==> config.mk <==
export PLATFORM = sky130hd
export DESIGN_NAME = instr_sequencer
export DESIGN_NICKNAME = d
export VERILOG_FILES = /design/src/rtl/instr_sequencer.sv
export SDC_FILE = /design/constraint.sdc
export NUM_CORES = 1
export LEC_CHECK = 0
export ABC_AREA = 1
export CORE_MARGIN = 5
export CORE_UTILIZATION = 30
export CTS_CLUSTER_DIAMETER = 30
export DETAILED_ROUTE_END_ITERATION = 10
export GPL_ROUTABILITY_DRIVEN = 1
export GPL_TIMING_DRIVEN = 0
export SYNTH_ARGS = -nofsm -noshare
export SYNTH_HDL_FRONTEND = slang
export SYNTH_SLANG_ARGS = --single-unit
==> constraint.sdc <==
create_clock -name clk -period 5.2 [get_ports clk]
set_clock_uncertainty 0.1 [all_clocks]
set_input_delay 1.56 -clock clk [delete_from_list [all_inputs] [get_ports clk]]
set_output_delay 1.56 -clock clk [all_outputs]
set_load 0.005 [all_outputs]
==> src/rtl/instr_sequencer.sv <==
// Program-memory fetch stage for the cpu: steps through an internal program,
// handing each word to the cpu with a load/start handshake and waiting on cpu_w.
module instr_sequencer #(
   parameter int DEPTH   = 16,
   parameter int AW      = 4,
   parameter int TIMEOUT = 15
) (
   input  logic          clk,
   input  logic          reset,
   input  logic          prog_we,
   input  logic [AW-1:0] prog_addr,
   input  logic [15:0]   prog_data,
   input  logic          go,
   input  logic          cpu_w,
   output logic [15:0]   cpu_in,
   output logic          cpu_load,
   output logic          cpu_s,
   output logic [AW-1:0] pc,
   output logic          busy,
   output logic          done,
   output logic          err,
   output logic [7:0]    instr_count
);

   typedef enum logic [2:0] {
      S_IDLE, S_FETCH, S_LOAD, S_START, S_EXEC, S_ADVANCE, S_DONE, S_ERROR
   } state_t;

   localparam logic [AW-1:0] LAST_ADDR = AW'(DEPTH - 1);
   localparam logic [7:0]    TMO_LIMIT = 8'(TIMEOUT);

   state_t        state, state_nxt;
   logic [15:0]   mem [DEPTH];
   logic [15:0]   ir;
   logic [AW-1:0] pc_q;
   logic [7:0]    cnt_q;
   logic [7:0]    tmo_q;
   logic          is_halt;
   logic          at_last;
   logic          tmo_hit;
   logic          accept_cmd;

   assign is_halt    = (ir[15:13] == 3'b111);
   assign at_last    = (pc_q == LAST_ADDR);
   assign tmo_hit    = ((tmo_q + 8'd1) == TMO_LIMIT);
   assign accept_cmd = (state == S_IDLE) || (state == S_DONE) || (state == S_ERROR);

   // Program RAM is never cleared; writes only land while the sequencer is parked.
   always_ff @(posedge clk) begin
      if (reset && accept_cmd && prog_we)
         mem[prog_addr] <= prog_data;
   end

   always_ff @(posedge clk) begin
      if (!reset) begin
         state <= S_IDLE;
         pc_q  <= '0;
         ir    <= '0;
         cnt_q <= '0;
         tmo_q <= '0;
      end else begin
         state <= state_nxt;
         case (state)
            S_IDLE, S_DONE, S_ERROR: begin
               if (go) begin
                  pc_q  <= '0;
                  cnt_q <= '0;
               end
            end
            S_FETCH: ir <= mem[pc_q];
            S_START: tmo_q <= '0;
            S_EXEC:  if (!cpu_w) tmo_q <= tmo_q + 8'd1;
            S_ADVANCE: begin
               if (cnt_q != 8'hFF) cnt_q <= cnt_q + 8'd1;
               if (!at_last)       pc_q  <= pc_q + 1'b1;
            end
            default: ;
         endcase
      end
   end

   // Outputs decode state (and the registered ir) only, never live inputs.
   always_comb begin
      state_nxt = state;
      cpu_load  = 1'b0;
      cpu_s     = 1'b0;
      busy      = 1'b0;
      done      = 1'b0;
      err       = 1'b0;
      case (state)
         S_IDLE: begin
            if (go) state_nxt = S_FETCH;
         end
         S_FETCH: begin
            busy      = 1'b1;
            state_nxt = S_LOAD;
         end
         S_LOAD: begin
            busy = 1'b1;
            if (is_halt) begin
               state_nxt = S_DONE;
            end else begin
               cpu_load  = 1'b1;
               state_nxt = S_START;
            end
         end
         S_START: begin
            busy      = 1'b1;
            cpu_s     = 1'b1;
            state_nxt = S_EXEC;
         end
         S_EXEC: begin
            busy = 1'b1;
            if (cpu_w)        state_nxt = S_ADVANCE;
            else if (tmo_hit) state_nxt = S_ERROR;
         end
         S_ADVANCE: begin
            busy      = 1'b1;
            state_nxt = at_last ? S_DONE : S_FETCH;
         end
         S_DONE: begin
            done = 1'b1;
            if (go) state_nxt = S_FETCH;
         end
         S_ERROR: begin
            err = 1'b1;
            if (go) state_nxt = S_FETCH;
         end
         default: state_nxt = S_IDLE;
      endcase
   end

   assign cpu_in      = ir;
   assign pc          = pc_q;
   assign instr_count = cnt_q;

endmodule
**Yosys cells after proc, flatten, opt, wreduce, memory -nomap -nowiden**

Memory sizes are Yosys's and may differ from the RTL's. A register that Yosys moved wholly into a read port is not among the register bits.
Index checks and enable logic that the tools add are counted.

- Output and inout port bits: 33
- Flip-flop bits (word level): 23
- RAM bits: 256
- Memories kept: 1
- Logic and storage cells: 60

Memories:

| memory | words | bits a word | rd ports | clocked after memory_dff | write ports | line | text |
|---|---|---|---|---|---|---|---|
| mem | 16 | 16 | 1 | 1 | 1 | 33 | `logic [15:0] mem [DEPTH];` |

- Add/subtract/negate cells: 3
- Multiplexer cells: 22
- Reductions and logical operators: 14
- Equality and inequality tests: 16

Operators with widths:

| cell | number |
|---|---|
| $pmux 8 s2 | 2 |
| $mux 8 | 3 |
| $pmux 3 s6 | 1 |
| $add 8x1->8 const B | 2 |
| $eq 3x3->1 const B | 5 |
| $mux 3 | 5 |
| $eq 8x4->1 const B | 1 |
| $mux 1 | 8 |
| $mux 4 | 2 |
| $ne 8x8->1 const B | 1 |
| $pmux 4 s2 | 1 |
| $eq 3x2->1 const B | 2 |
| $ne 2x2->1 const B | 3 |
| $reduce_and 3->1 | 2 |
| $reduce_or 5->1 | 1 |
| $add 4x1->4 const B | 1 |
| $eq 4x4->1 const B | 1 |
| $reduce_and 2->1 | 2 |
| $reduce_bool 2->1 | 2 |
| $eq 3x1->1 const B | 1 |
| $logic_not 3->1 | 1 |
| $ne 3x3->1 const B | 1 |
| $reduce_or 3->1 | 1 |
| $logic_and 1x1->1 | 2 |
| 3 further kinds | 4 |

**Longest topological paths before layout**

- Depth in word-level cells: 7
- Mapped depth: 13

**Worst setup path after synthesis**

Ideal clock, no wire load.

- Path type: input -> register
- From: input prog_we
- To: memory mem[10][0], enable pin
- Slack: 2.063 ns
- Data required time: 4.712 ns
- Cell stages on the path: 4
- Arrival: 2.649 ns
- Path buffers: 0
- Setup time: 0.388 ns
- Path through: nand2_1 nor2_1 nand3_1 nor2_1

- Longest elaborated chain between the ends: 3

Ends and longest elaborated chain:

| element | line | text |
|---|---|---|
| from (decl) | 10 | `input logic prog_we,` |
| $logic_and 1x1->1 | 50 | `if (reset && accept_cmd && prog_we)` |
| $mux 1 | 50 |  |
| $mux 1 (not written as such) | 51 | `mem[prog_addr] <= prog_data;` |
| to (decl) | 33 |  |

Every way passes these cells.

**Worst setup path after layout**

- From: input reset
- To: memory mem[11][10], enable pin

- Longest elaborated chain between the ends: 4

Ends and longest elaborated chain:

| element | line | text |
|---|---|---|
| from (decl) | 9 | `input logic reset,` |
| $logic_and 1x1->1 (2 in a row) | 50 |  |
| $mux 1 | 50 |  |
| $mux 1 (not written as such) | 51 |  |

Every way passes these cells.

==> results.toml <==
[setup_path]
cpMaxStageDelayCell = "nor2_2"
critPathMaxStageDelay_ns = 0.80
cp_max_fo = 16
crit_path_cell_trace = "clkdlybuf4s50_1 > nand2_1 > nor2_1 > nand3_1 > nor2_2"
worstPathArrival_ns = 3.97
worstSetupPathType = "in2reg"
critPathCaptureType = "flop"
startpoint_type = "input port"
crit_required_ns = 5.30

[detailed_routing]
final_antenna_net_count = 0
drt_first_pass_iters = 5
drt_drc_violations_left = 0
vias_per_cell = 4.945
initialDrtViolationCount = 847
vias = 8436
totalWireLength_um = 33670
wl_per_cell_um = 19.74

[floorplan]
die-width_um = 210.0
die-area_sq_mm = 0.04408
row_count = 73
initial_utilization_pct = 30.26
fp.coreArea_sq_mm = 0.03964
die_h_um = 210.0
ios = 58

[place]
dpl_cell_area_sq_mm = 0.01348
dp_slack_ns = 0.7202
hpwl_um = 22650
placed_cells = 1594
portBuffers = 57
gp_congestion = 0.8714

[global_routing]
track_usage_pct = 15.18
grt_pass1_wl_um = 51220
grt_max_degree = 18
grt_overflow = 0
antenna_found_initial = 2
grt_pass1_vias = 8450

[timing]
drv_slew = 0
finalSetupViolations = 0
max_freq_ghz = 0.2587
finalCritPeriodShare_pct = 74.33
setup-tns-final_ns = 0
whs_ns = 0.3751
finalHoldViolCount = 0
min_period_ns = 3.865
worst_slew_pin_slew_ns = 0.9410
rsz0062_at_grt = "no"
slew_headroom_pct = 37.20
setup_ws_ns = 1.335

[clock_network]
cts_root_buffer = "clkbuf_16"
cts_sinks = 295
clk_pin_slew_ns = 0.04
cts_buffers = 58
cts_tree = "done"
postCtsSetupBuffers = 0
cts-hold-fix-buffers = 0
clk_path_buf_depth = 3
cts_max_level = 2
cts_resized = 0
insertion_delay_ns = 0.60

[run_status]
status = "complete, no violations"

[power_and_ir_drop]
power.total_mw = 8.150
power_density_mw_per_mm2 = 525.3
leakage_nw = 5.275
peakVddDrop_v = 0.0002784

[final_layout]
finalCoreUtilization_pct = 39.14
layout-drive-gt1-share_pct = 16.96
multi_input_area_sq_mm = 0.003080
final.fill_count = 3755
fin_nets = 1158
final_cells = 1706
area_growth_pct = 29.34
ff_latch_area_sq_mm = 0.008468
final_cell_area_sq_mm = 0.01551

[synthesis]
syn_inst = 1001
ys_ff_latch = 295
synth_nets = 1030
syn_avg_cell_area_sq_um = 11.98
synth-edff-count = 256
ys_seq_area_share_pct = 70.60
ys.flop_type = "edfxtp_1"
syn_area_sq_mm = 0.01199
synthDistinctLibCells = 37
async_reset_ff_share_pct = 0
yosys_warnings = 0

[worst_hold_path]
hold_class = "reg2reg"

[job]
max-cap-violations = 0
power breakdown:
| part | switching [mW] | internal (mW) | leakage, nW | total (mW) |
|---|---|---|---|---|
| sequential | 0.0939 | 2.67 | 2.62 | 2.77 |
| clock | 1.32 | 2.47 | 0.967 | 3.79 |
| combinational | 1.03 | 0.570 | 1.69 | 1.60 |
worst paths after layout:
path / startpoint / to / slack (ns) / cells past startpoint
max: reset / mem[11][10] / 1.34 / 5
min: tmo_q[7] / tmo_q[7] / 0.38 / 2
max reg2reg: state[0] / mem[11][10] / 2.38 / 8
min reg2reg: tmo_q[7] / tmo_q[7] / 0.38 / 2
critical path, delay by kind of cell:
family | cells | cell delay (ns)
AND/OR/NAND/NOR | 4 | 1.64
buffers and inverters | 1 | 0.76
state kept, by name, summed over array words and instances (netlist names):
| register | count |
|---|---|
| mem | 256 |
| cpu_in | 16 |
| instr_count | 8 |
| tmo_q | 8 |
| pc | 4 |
| state | 3 |
cell usage in the layout (no fill, tap or decap), types with 6 or more instances in the layout:
cell,instances
nor2_2,17
or2_2,14
buf_4,9
o22ai_1,32
dfxtp_1,39
bufinv_16,8
inv_6,11
clkinv_2,8
buf_8,7
nor3_1,11
a21oi_1,47
clkinv_1,7
buf_2,14
edfxtp_1,256
o211ai_1,8
o221ai_1,24
buf_6,11
o21ai_0,130
clkdlybuf4s50_1,57
nand2_1,96
clkinvlp_4,10
inv_1,28
clkbuf_16,58
nor2_1,144
clkbuf_1,23
o21ai_1,24
inv_2,7
clkinv_4,6
nand3_1,41
layer usage:
| layer | GRT usage, % | vias to the layer above | part of all wire [%] |
|---|---|---|---|
| met5 | 0 | - | 0 |
| met2 | 23.64 | 367 | 46 |
| li1 | - | 3946 | - |
| met4 | 5.468 | 0 | 2.5 |
| met1 | 20.91 | 4060 | 43 |
| met3 | 3.542 | 63 | 8.5 |
logic make-up (layout without fill, tap and decap cells):
family / Yosys count / count (layout) / share of synthesized area, %
AOI/OAI and AO/OA: 268 / 268 / 12.53
and+or+nand+nor: 341 / 341 / 12.40
adders and majority gates: 4 / 4 / 0.4173
DFF: 295 / 295 / 70.60
buffers and inverters: 93 / 271 / 4.048
other: 0 / 2 / 0
area by class of cell:
class                   instances  share of cell area (%)
flip-flops and latches        295                   54.59
multi-input cells             613                   19.86
clock buffers                  60                   9.404
repair buffers                 68                   5.065
well taps                     525                   4.234
clock inverters                50                   3.694
plain buffers                  55                   2.194
inverters                      38                  0.9356
diodes                          2                 0.03226
Yosys cell counts (14+ instances only):
| master | n | area (sq um) |
|---|---|---|
| nor2_1 | 160 | 600.6 |
| clkbuf_1 | 21 | 78.83 |
| o21ai_0 | 130 | 650.6 |
| o21ai_1 | 24 | 120.1 |
| dfxtp_1 | 39 | 780.8 |
| nand2_1 | 96 | 360.4 |
| o221ai_1 | 24 | 210.2 |
| inv_1 | 28 | 105.1 |
| o22ai_1 | 32 | 200.2 |
| or2_2 | 14 | 87.58 |
| a21oi_1 | 47 | 235.2 |
| nand3_1 | 41 | 205.2 |
| edfxtp_1 | 256 | 7687 |
| buf_2 | 14 | 70.07 |
(Power assumes the default switching activity.)
